File: src/rtl/pipe_hazard_unit.sv
// pipe_hazard_unit: hazard, forwarding and stall control for the five-stage
// LEGv8 pipeline (IF/ID/EX/MEM/WB). It tracks which registers the instructions
// in EX, MEM and WB will write, and from that it produces:
//   - the PC and IF/ID load enables,
//   - the IF/ID flush and the EX bubble,
//   - the EX-operand and ID-read forwarding selects,
//   - saturating stall and flush event counters.
//
// Control-output handshake: there is no valid/ready pair here. Every enable,
// flush, fwd and byp output is a pure combinational function of the current
// scoreboard and the ID/EX inputs. The datapath samples them on the same
// rising clk edge that updates this unit's state. ext_stall freezes
// everything: no state moves and all enables and flushes read 0.
module pipe_hazard_unit #(
    parameter int REG_AW   = 5,
    parameter int ZERO_REG = 31,
    parameter int CNT_W    = 32
) (
    input  logic              clk,
    input  logic              rst,
    input  logic              ext_stall,
    input  logic [REG_AW-1:0] id_rn,
    input  logic [REG_AW-1:0] id_r2,
    input  logic              id_uses_rn,
    input  logic              id_uses_r2,
    input  logic [REG_AW-1:0] id_rd,
    input  logic              id_reg_write,
    input  logic              id_mem_read,
    input  logic              ex_branch_taken,
    output logic              pc_en,
    output logic              ifid_en,
    output logic              ifid_flush,
    output logic              idex_flush,
    output logic [1:0]        fwd_a,
    output logic [1:0]        fwd_b,
    output logic              id_byp_a,
    output logic              id_byp_b,
    output logic [CNT_W-1:0]  stall_cnt,
    output logic [CNT_W-1:0]  flush_cnt
);

    localparam logic [REG_AW-1:0] ZERO_ADDR = REG_AW'(ZERO_REG);
    localparam logic [CNT_W-1:0]  CNT_MAX   = {CNT_W{1'b1}};

    localparam logic [1:0] SEL_RF  = 2'b00;
    localparam logic [1:0] SEL_MEM = 2'b01;
    localparam logic [1:0] SEL_WB  = 2'b10;

    // Source fields are only looked at while an instruction sits in EX, so
    // MEM and WB keep just the destination-side fields that forwarding needs.
    logic              id_valid_q, id_valid_d;

    logic              ex_valid_q, ex_valid_d;
    logic [REG_AW-1:0] ex_rd_q, ex_rd_d;
    logic [REG_AW-1:0] ex_rn_q, ex_rn_d;
    logic [REG_AW-1:0] ex_r2_q, ex_r2_d;
    logic              ex_uses_rn_q, ex_uses_rn_d;
    logic              ex_uses_r2_q, ex_uses_r2_d;
    logic              ex_reg_write_q, ex_reg_write_d;
    logic              ex_mem_read_q, ex_mem_read_d;

    logic              mem_valid_q, mem_valid_d;
    logic [REG_AW-1:0] mem_rd_q, mem_rd_d;
    logic              mem_reg_write_q, mem_reg_write_d;
    logic              mem_mem_read_q, mem_mem_read_d;

    logic              wb_valid_q, wb_valid_d;
    logic [REG_AW-1:0] wb_rd_q, wb_rd_d;
    logic              wb_reg_write_q, wb_reg_write_d;

    logic [CNT_W-1:0]  stall_cnt_q, stall_cnt_d;
    logic [CNT_W-1:0]  flush_cnt_q, flush_cnt_d;

    logic branch_hit;
    logic load_use_hit;

    // EX-operand source select. A load still in MEM has no data yet, so it is
    // not a MEM forwarding source. MEM is checked first because it is younger.
    function automatic logic [1:0] ex_fwd_sel(
        input logic              active,
        input logic [REG_AW-1:0] src,
        input logic              m_valid,
        input logic              m_reg_write,
        input logic              m_mem_read,
        input logic [REG_AW-1:0] m_rd,
        input logic              w_valid,
        input logic              w_reg_write,
        input logic [REG_AW-1:0] w_rd
    );
        logic [1:0] sel;
        sel = SEL_RF;
        if (active && src != ZERO_ADDR) begin
            if (m_valid && m_reg_write && !m_mem_read && m_rd == src) begin
                sel = SEL_MEM;
            end else if (w_valid && w_reg_write && w_rd == src) begin
                sel = SEL_WB;
            end
        end
        return sel;
    endfunction

    // Hazard detection: taken branch in EX and load-use between EX and ID.
    always_comb begin
        branch_hit   = ex_valid_q & ex_branch_taken;
        load_use_hit = ex_valid_q & ex_mem_read_q & ex_reg_write_q &
                       (ex_rd_q != ZERO_ADDR) & id_valid_q &
                       ((id_uses_rn & (id_rn == ex_rd_q)) |
                        (id_uses_r2 & (id_r2 == ex_rd_q)));
    end

    // Pipeline enables and flushes: freeze, then branch, then load-use, then flow.
    always_comb begin
        pc_en      = 1'b1;
        ifid_en    = 1'b1;
        ifid_flush = 1'b0;
        idex_flush = 1'b0;
        if (ext_stall) begin
            pc_en   = 1'b0;
            ifid_en = 1'b0;
        end else if (branch_hit) begin
            ifid_flush = 1'b1;
            idex_flush = 1'b1;
        end else if (load_use_hit) begin
            pc_en      = 1'b0;
            ifid_en    = 1'b0;
            idex_flush = 1'b1;
        end
    end

    // Forwarding selects for EX operands and for the ID register-file reads.
    always_comb begin
        fwd_a = ex_fwd_sel(ex_valid_q & ex_uses_rn_q, ex_rn_q,
                           mem_valid_q, mem_reg_write_q, mem_mem_read_q, mem_rd_q,
                           wb_valid_q, wb_reg_write_q, wb_rd_q);
        fwd_b = ex_fwd_sel(ex_valid_q & ex_uses_r2_q, ex_r2_q,
                           mem_valid_q, mem_reg_write_q, mem_mem_read_q, mem_rd_q,
                           wb_valid_q, wb_reg_write_q, wb_rd_q);
        id_byp_a = wb_valid_q & wb_reg_write_q & (wb_rd_q == id_rn) &
                   (id_rn != ZERO_ADDR) & id_uses_rn;
        id_byp_b = wb_valid_q & wb_reg_write_q & (wb_rd_q == id_r2) &
                   (id_r2 != ZERO_ADDR) & id_uses_r2;
    end

    // Next scoreboard and counter values; everything holds under ext_stall.
    always_comb begin
        id_valid_d      = id_valid_q;
        ex_valid_d      = ex_valid_q;
        ex_rd_d         = ex_rd_q;
        ex_rn_d         = ex_rn_q;
        ex_r2_d         = ex_r2_q;
        ex_uses_rn_d    = ex_uses_rn_q;
        ex_uses_r2_d    = ex_uses_r2_q;
        ex_reg_write_d  = ex_reg_write_q;
        ex_mem_read_d   = ex_mem_read_q;
        mem_valid_d     = mem_valid_q;
        mem_rd_d        = mem_rd_q;
        mem_reg_write_d = mem_reg_write_q;
        mem_mem_read_d  = mem_mem_read_q;
        wb_valid_d      = wb_valid_q;
        wb_rd_d         = wb_rd_q;
        wb_reg_write_d  = wb_reg_write_q;
        stall_cnt_d     = stall_cnt_q;
        flush_cnt_d     = flush_cnt_q;
        if (!ext_stall) begin
            wb_valid_d      = mem_valid_q;
            wb_rd_d         = mem_rd_q;
            wb_reg_write_d  = mem_reg_write_q;
            mem_valid_d     = ex_valid_q;
            mem_rd_d        = ex_rd_q;
            mem_reg_write_d = ex_reg_write_q;
            mem_mem_read_d  = ex_mem_read_q;
            ex_valid_d      = id_valid_q & ~idex_flush;
            ex_rd_d         = id_rd;
            ex_rn_d         = id_rn;
            ex_r2_d         = id_r2;
            ex_uses_rn_d    = id_uses_rn;
            ex_uses_r2_d    = id_uses_r2;
            ex_reg_write_d  = id_reg_write;
            ex_mem_read_d   = id_mem_read;
            if (ifid_en) begin
                id_valid_d = ~ifid_flush;
            end
            // A branch in the same cycle as a load-use is a flush, not a stall.
            if (branch_hit && flush_cnt_q != CNT_MAX) begin
                flush_cnt_d = flush_cnt_q + CNT_W'(1);
            end
            if (!branch_hit && load_use_hit && stall_cnt_q != CNT_MAX) begin
                stall_cnt_d = stall_cnt_q + CNT_W'(1);
            end
        end
    end

    // State registers; reset wipes every stage so no partial flush survives.
    always_ff @(posedge clk or negedge rst) begin
        if (!rst) begin
            id_valid_q      <= 1'b0;
            ex_valid_q      <= 1'b0;
            ex_rd_q         <= '0;
            ex_rn_q         <= '0;
            ex_r2_q         <= '0;
            ex_uses_rn_q    <= 1'b0;
            ex_uses_r2_q    <= 1'b0;
            ex_reg_write_q  <= 1'b0;
            ex_mem_read_q   <= 1'b0;
            mem_valid_q     <= 1'b0;
            mem_rd_q        <= '0;
            mem_reg_write_q <= 1'b0;
            mem_mem_read_q  <= 1'b0;
            wb_valid_q      <= 1'b0;
            wb_rd_q         <= '0;
            wb_reg_write_q  <= 1'b0;
            stall_cnt_q     <= '0;
            flush_cnt_q     <= '0;
        end else begin
            id_valid_q      <= id_valid_d;
            ex_valid_q      <= ex_valid_d;
            ex_rd_q         <= ex_rd_d;
            ex_rn_q         <= ex_rn_d;
            ex_r2_q         <= ex_r2_d;
            ex_uses_rn_q    <= ex_uses_rn_d;
            ex_uses_r2_q    <= ex_uses_r2_d;
            ex_reg_write_q  <= ex_reg_write_d;
            ex_mem_read_q   <= ex_mem_read_d;
            mem_valid_q     <= mem_valid_d;
            mem_rd_q        <= mem_rd_d;
            mem_reg_write_q <= mem_reg_write_d;
            mem_mem_read_q  <= mem_mem_read_d;
            wb_valid_q      <= wb_valid_d;
            wb_rd_q         <= wb_rd_d;
            wb_reg_write_q  <= wb_reg_write_d;
            stall_cnt_q     <= stall_cnt_d;
            flush_cnt_q     <= flush_cnt_d;
        end
    end

    assign stall_cnt = stall_cnt_q;
    assign flush_cnt = flush_cnt_q;

endmodule

File: config.mk
export PLATFORM = sky130hd
export DESIGN_NAME = pipe_hazard_unit
export DESIGN_NICKNAME = d
export VERILOG_FILES = /design/src/rtl/pipe_hazard_unit.sv
export SDC_FILE = /design/constraint.sdc
export NUM_CORES = 1
export LEC_CHECK = 0
export CORE_UTILIZATION = 47
export DETAILED_ROUTE_END_ITERATION = 7
export GPL_TIMING_DRIVEN = 0
export PLACE_DENSITY = 0.76
export SYNTH_ARGS = -nofsm -noshare
export SYNTH_HDL_FRONTEND = slang
export SYNTH_SLANG_ARGS = --single-unit
File: constraint.sdc
create_clock -name clk -period 2.1 [get_ports clk]
set_input_delay 0.315 -clock clk [delete_from_list [all_inputs] [get_ports clk]]
set_output_delay 0.315 -clock clk [all_outputs]
set_load 0.005 [all_outputs]
Yosys cells after proc, flatten, opt, wreduce, memory -nomap -nowiden
Cells that the tools add are included.
{"block": "word_totals", "ff_bits": 100, "wordCells": 88}
{"block": "classes", "add_sub_neg": 2, "n_eq_ne": 15, "mux": 14, "n_bitwise": 22, "n_reduce_logical": 17}
{"op": "adder 32 x 1 -> 32 bit, second input constant", "count": 2}
{"op": "!= test 32 bit, second input constant", "count": 2}
{"op": "== test 5 bit", "count": 8}
{"op": "!= test 5 bit, second input constant", "count": 5}
{"op": "AND 1 bit", "count": 18}
{"op": "logical AND 1 bit", "count": 12}
{"op": "two-way mux 2 bit", "count": 6}
{"op": "two-way mux 1 bit", "count": 8}
{"op": "AND reduction 2 bit", "count": 3}
{"op": "inverter 1 bit", "count": 3}
{"op": "zero test 1 bit", "count": 2}
{"op": "bitwise OR 1 bit", "count": 1}

Longest topological paths before layout
{"block": "logic_depth", "depth_word": 10, "ltp_mapped": 8}

Worst setup path after synthesis
Ideal clock, no wire load.
{"block": "synth_path", "path_type": "reg-to-reg", "start": "register flush_cnt_q[3], in the netlist flush_cnt[3]", "end": "register flush_cnt_q[23], in the netlist flush_cnt[23]", "arrival_time_ns": 1.885, "t_required_ns": 1.976, "setup_slack_ns": 0.091, "path_stages_with_launch": 6, "path_buffers": 0, "synth_period_minus_slack_ns": 2.009, "path_cell_list": "dfrtp_1 and4_4 nand4_4 or4_4 or4_1 xnor2_1"}
{"block": "synth_between", "elab_chain_cells": 3}
{"element": "start, declared", "line_no": "72", "source": "logic [CNT_W-1:0] flush_cnt_q, flush_cnt_d;"}
{"element": "start signal, assigned", "line_no": "232", "source": "flush_cnt_q <= flush_cnt_d;"}
{"element": "parallel branches: the longest is 3 deep, another holds adder 32 x 1 -> 32 bit"}
Several ways; the timed one is not identified.
A chain may end at the register's enable or synchronous reset.

Worst setup path in the final report
{"block": "layout_path", "start": "register ex_rd_q[4]", "end": "register stall_cnt_q[1], in the netlist stall_cnt[1]"}
{"block": "layout_between", "elab_chain_cells": 7}
{"element": "start, declared", "line_no": "54", "source": "logic [REG_AW-1:0] ex_rd_q, ex_rd_d;"}
{"element": "start signal, assigned", "line_no": "217", "source": "ex_rd_q <= ex_rd_d;"}
{"element": "!= test 5 bit (tied with other cells)", "line_no": "106", "source": "(ex_rd_q != ZERO_ADDR) & id_valid_q &"}
{"element": "AND 1 bit (on tied branches)", "line_no": "105, 107, 108"}
{"element": "AND 1 bit / bitwise OR 1 bit (equally long branches)", "line_no": "106, 107"}
{"element": "AND 1 bit (*)", "line_no": "106"}
{"element": "logical AND 1 bit (*) (2 in series)", "line_no": "187", "source": "if (!branch_hit && load_use_hit && stall_cnt_q != CNT_MAX) begin"}
{"element": "AND reduction 2 bit (no line) (*)"}
{"element": "end signal, assigned", "line_no": "231", "source": "stall_cnt_q <= stall_cnt_d;"}
{"element": "end, declared", "line_no": "71", "source": "logic [CNT_W-1:0] stall_cnt_q, stall_cnt_d;"}
Every way passes the cells marked *; elsewhere a longest branch is shown, timed or not.

==> run metrics <==
status=finished, violations left; violated checks=setup timing; Switching Share=0.277; crit-path cells=xnor2_2 > nand4_1 > o22ai_4 > buf_6 > nand2_4 > buf_6 > or4_4 > mux2_4; initial DRC count=about 160; wire length per cell=around 17 µm; row cnt=37; ys async rst share=1.00; crit path time final=between 2 and 2.5 ns; gr usage total=0.230; clock group share of total power=0.291; WHS=0.425 ns; CP bufs+invs=2; biggest area consumer among synthesized cells=dfrtp_1; register area=about 2500 µm²; syn avg cell area=about 11 µm²; First-pass DRT Iterations=4; synth warn=0; slew margin rel.=0.500; CTS clk-pin slew, worst paths=about 0.10 ns; cell count along the critical path=8; CTS Buffer Depth=2; register area share after synthesis=0.499; area of the mapped netlist=about 5000 µm²; Crit. End Element=flip-flop; DRC=0; Critical Path RT=2.36 ns; Critical R2R Launch=ex_rd_q[4]; commonest non-fill, non-tap cell in the layout=dfrtp_1; Hold Crit Depth=3; fill count=760; CP arrival=approximately 2.5 ns; starting density of the core=0.486; max-cap violations=0; Setup-failing EPs final=13; final wirelength=around 13 mm; n_diodes=0; crit-path max cell delay=0.50 ns; Port Buf Inserts=between 90 and 100; core area=about 10000 µm²; flop2flop setup slack=-0.14 ns; r2r endpoint=stall_cnt[1]; initial antenna violation count=0; Antenna Nets Post-Route=0; Comb pwr share=0.218; Worst-Skew Late Latency=roughly 0.38 ns; Peak VDD IR=between 0.6 and 0.7 mV; # IOs=97; CP startpoint kind=flip-flop; final count of pins violating max slew=0; die height=105 µm; Clock Skews=about 0.0097 ns; Int Pwr=3.34 mW; Nets=624; die width=between 100 and 150 µm; die area=11100 µm²; Power Total=4.62 mW; DP HPWL=about 8.4 mm; Hold Violations, Final=0; critical path's slowest cell=or4_4; Final TNS setup=-0.890 ns; clk sinks=100; Layout area overhead=40.9%; Worst-Margin Slew=roughly 0.75 ns; #FFs+latches synth=100; htree depth=3; worst hold path class=in2reg; crit path to=stall_cnt[1]; Mapped Cells=approximately 450; final worst slack=-0.135 ns; PwrDens=roughly 650 nW/µm²; Seq pwr share=0.491; Post-Syn Nets=around 480; synth top area cells=dfrtp_1, xnor2_1, mux2_2; CP dominant cell by count=buf_6; crit path launch=ex_rd_q[4]; vias=about 4000; Vias/cell=5.50; proportion of layout cells with a drive suffix above 1=0.296; vias in the first global route=3976; pin count of the biggest net entering global routing=between 60 and 70; WS Path Type=reg2reg; first-pass GRT wire length=between 20 and 25 mm; Leak Pwr=between 3 and 4 nW; Num CTS Buffers=9; GP Congestion=just under 0.9; overflow left after global routing=0; top_reg_cell synth=dfrtp_1; Worst R2R Path Depth=8; RSZ-0062 raised after global routing=yes; Max Freq=approximately 450 MHz; EDFF count, synth=0; pre-CTS WS=-0.615 ns; multi-input logic area=~2800 µm²; synth unique cells=42; fin util=0.685; Yosys top cell area share=0.499; switching pwr=between 1 and 1.5 mW; worst-path maximum fanout=3; crit-path leading delay family=simple AND/OR/NAND/NOR gates; commonest non-fill, non-tap cells in the layout=dfrtp_1, clkdlybuf4s50_1, xnor2_1; period utilization=1.06; CTS root buf=clkbuf_8; CTS tree=yes
[flip-flops by register name, summed over array words and instances, names as in the netlist, 5 cells and up]
signal / cells
ex_r2_q: 5
ex_rd_q: 5
ex_rn_q: 5
flush_cnt: 32
mem_rd_q: 5
stall_cnt: 32
wb_rd_q: 5
[through the flow]
step                      instance area (µm²)  cells
after CTS                                6690    715
after detailed placement                 6160    684
after floorplan                          5020    452
final                                    7070    740
after global placement                   6140    683
after global routing                     7070    740
[worst min-delay path, delay by kind of cell]
family	cells	cell delay [ns]
buffers and inverters	1	0.17
AND/OR/NAND/NOR	1	0.12
AO/OA/AOI/OAI	1	0.16
[power groups by stage]
| stage | sequential [mW] | clock, mW | combinational (mW) |
|---|---|---|---|
| CTS | 2.26 | 1.36 | 0.743 |
| finish | 2.27 | 1.34 | 1.01 |
| floorplan | 2.22 | 0 | 0.397 |
| detailed placement | 2.26 | 0 | 0.675 |
| global placement | 2.26 | 0 | 0.651 |
| global route | 2.29 | 1.45 | 1.08 |
[synthesized netlist by cell type (9+ instances only)]
| cell type | number |
|---|---|
| nor3_1 | 13 |
| nand2_1 | 37 |
| dfrtp_1 | 100 |
| xnor2_1 | 62 |
| nor2_1 | 20 |
| nor4b_1 | 9 |
| nand4_1 | 23 |
| xor2_1 | 37 |
| nand3_1 | 35 |
| nor4_1 | 10 |
| mux2_2 | 35 |
[final cells by class]
| type | instances | share of cell area |
|---|---|---|
| multi-input cells | 336 | 0.396 |
| flip-flops and latches | 100 | 0.357 |
| repair buffers | 142 | 0.185 |
| clock buffers | 13 | 0.0253 |
| well taps | 136 | 0.0241 |
| clock inverters | 3 | 0.00602 |
| plain buffers | 6 | 0.00425 |
| inverters | 4 | 0.00212 |
[cell families (layout without fill, tap and decap cells)]
kind of cell / after synthesis / in the layout / share of synthesized area
adder cells (fa/ha/maj): 2 / 2 / 0.00499
multiplexers: 36 / 36 / 0.0808
AND/OR/NAND/NOR: 185 / 185 / 0.210
XOR/XNOR: 99 / 99 / 0.173
buffers and inverters: 16 / 168 / 0.0127
AO/OA/AOI/OAI: 14 / 14 / 0.0202
flip-flops: 100 / 100 / 0.499
[worst min path at each step]
stage                               start             to
after global placement      stall_cnt[28]  stall_cnt[28]
final                     ex_branch_taken     ex_valid_q
after global routing      ex_branch_taken     ex_valid_q
after CTS                        id_rn[4]     ex_rn_q[4]
after detailed placement              rst     wb_valid_q
after floorplan                       rst  ex_mem_read_q
[what timing repair did]
| action | 4_1_cts | 5_1_grt |
|---|---|---|
| pin swaps | 12 | 18 |
| setup endpoints to repair | 58 | 58 |
| hold buffers | 1 | 0 |
| buffers inserted | 20 | 25 |
| resized for setup | 80 | 46 |
| hold endpoints to repair | 39 | 0 |
[metal layers]
layer / vias up / global-route usage / part of all wire
li1: 1885 / - / -
met1: 2051 / 0.302 / 0.43
met2: 113 / 0.376 / 0.50
met3: 19 / 0.0538 / 0.054
met4: 0 / 0.0714 / 0.016
met5: - / 0 / 0
Power figures use the tool's default switching activity.
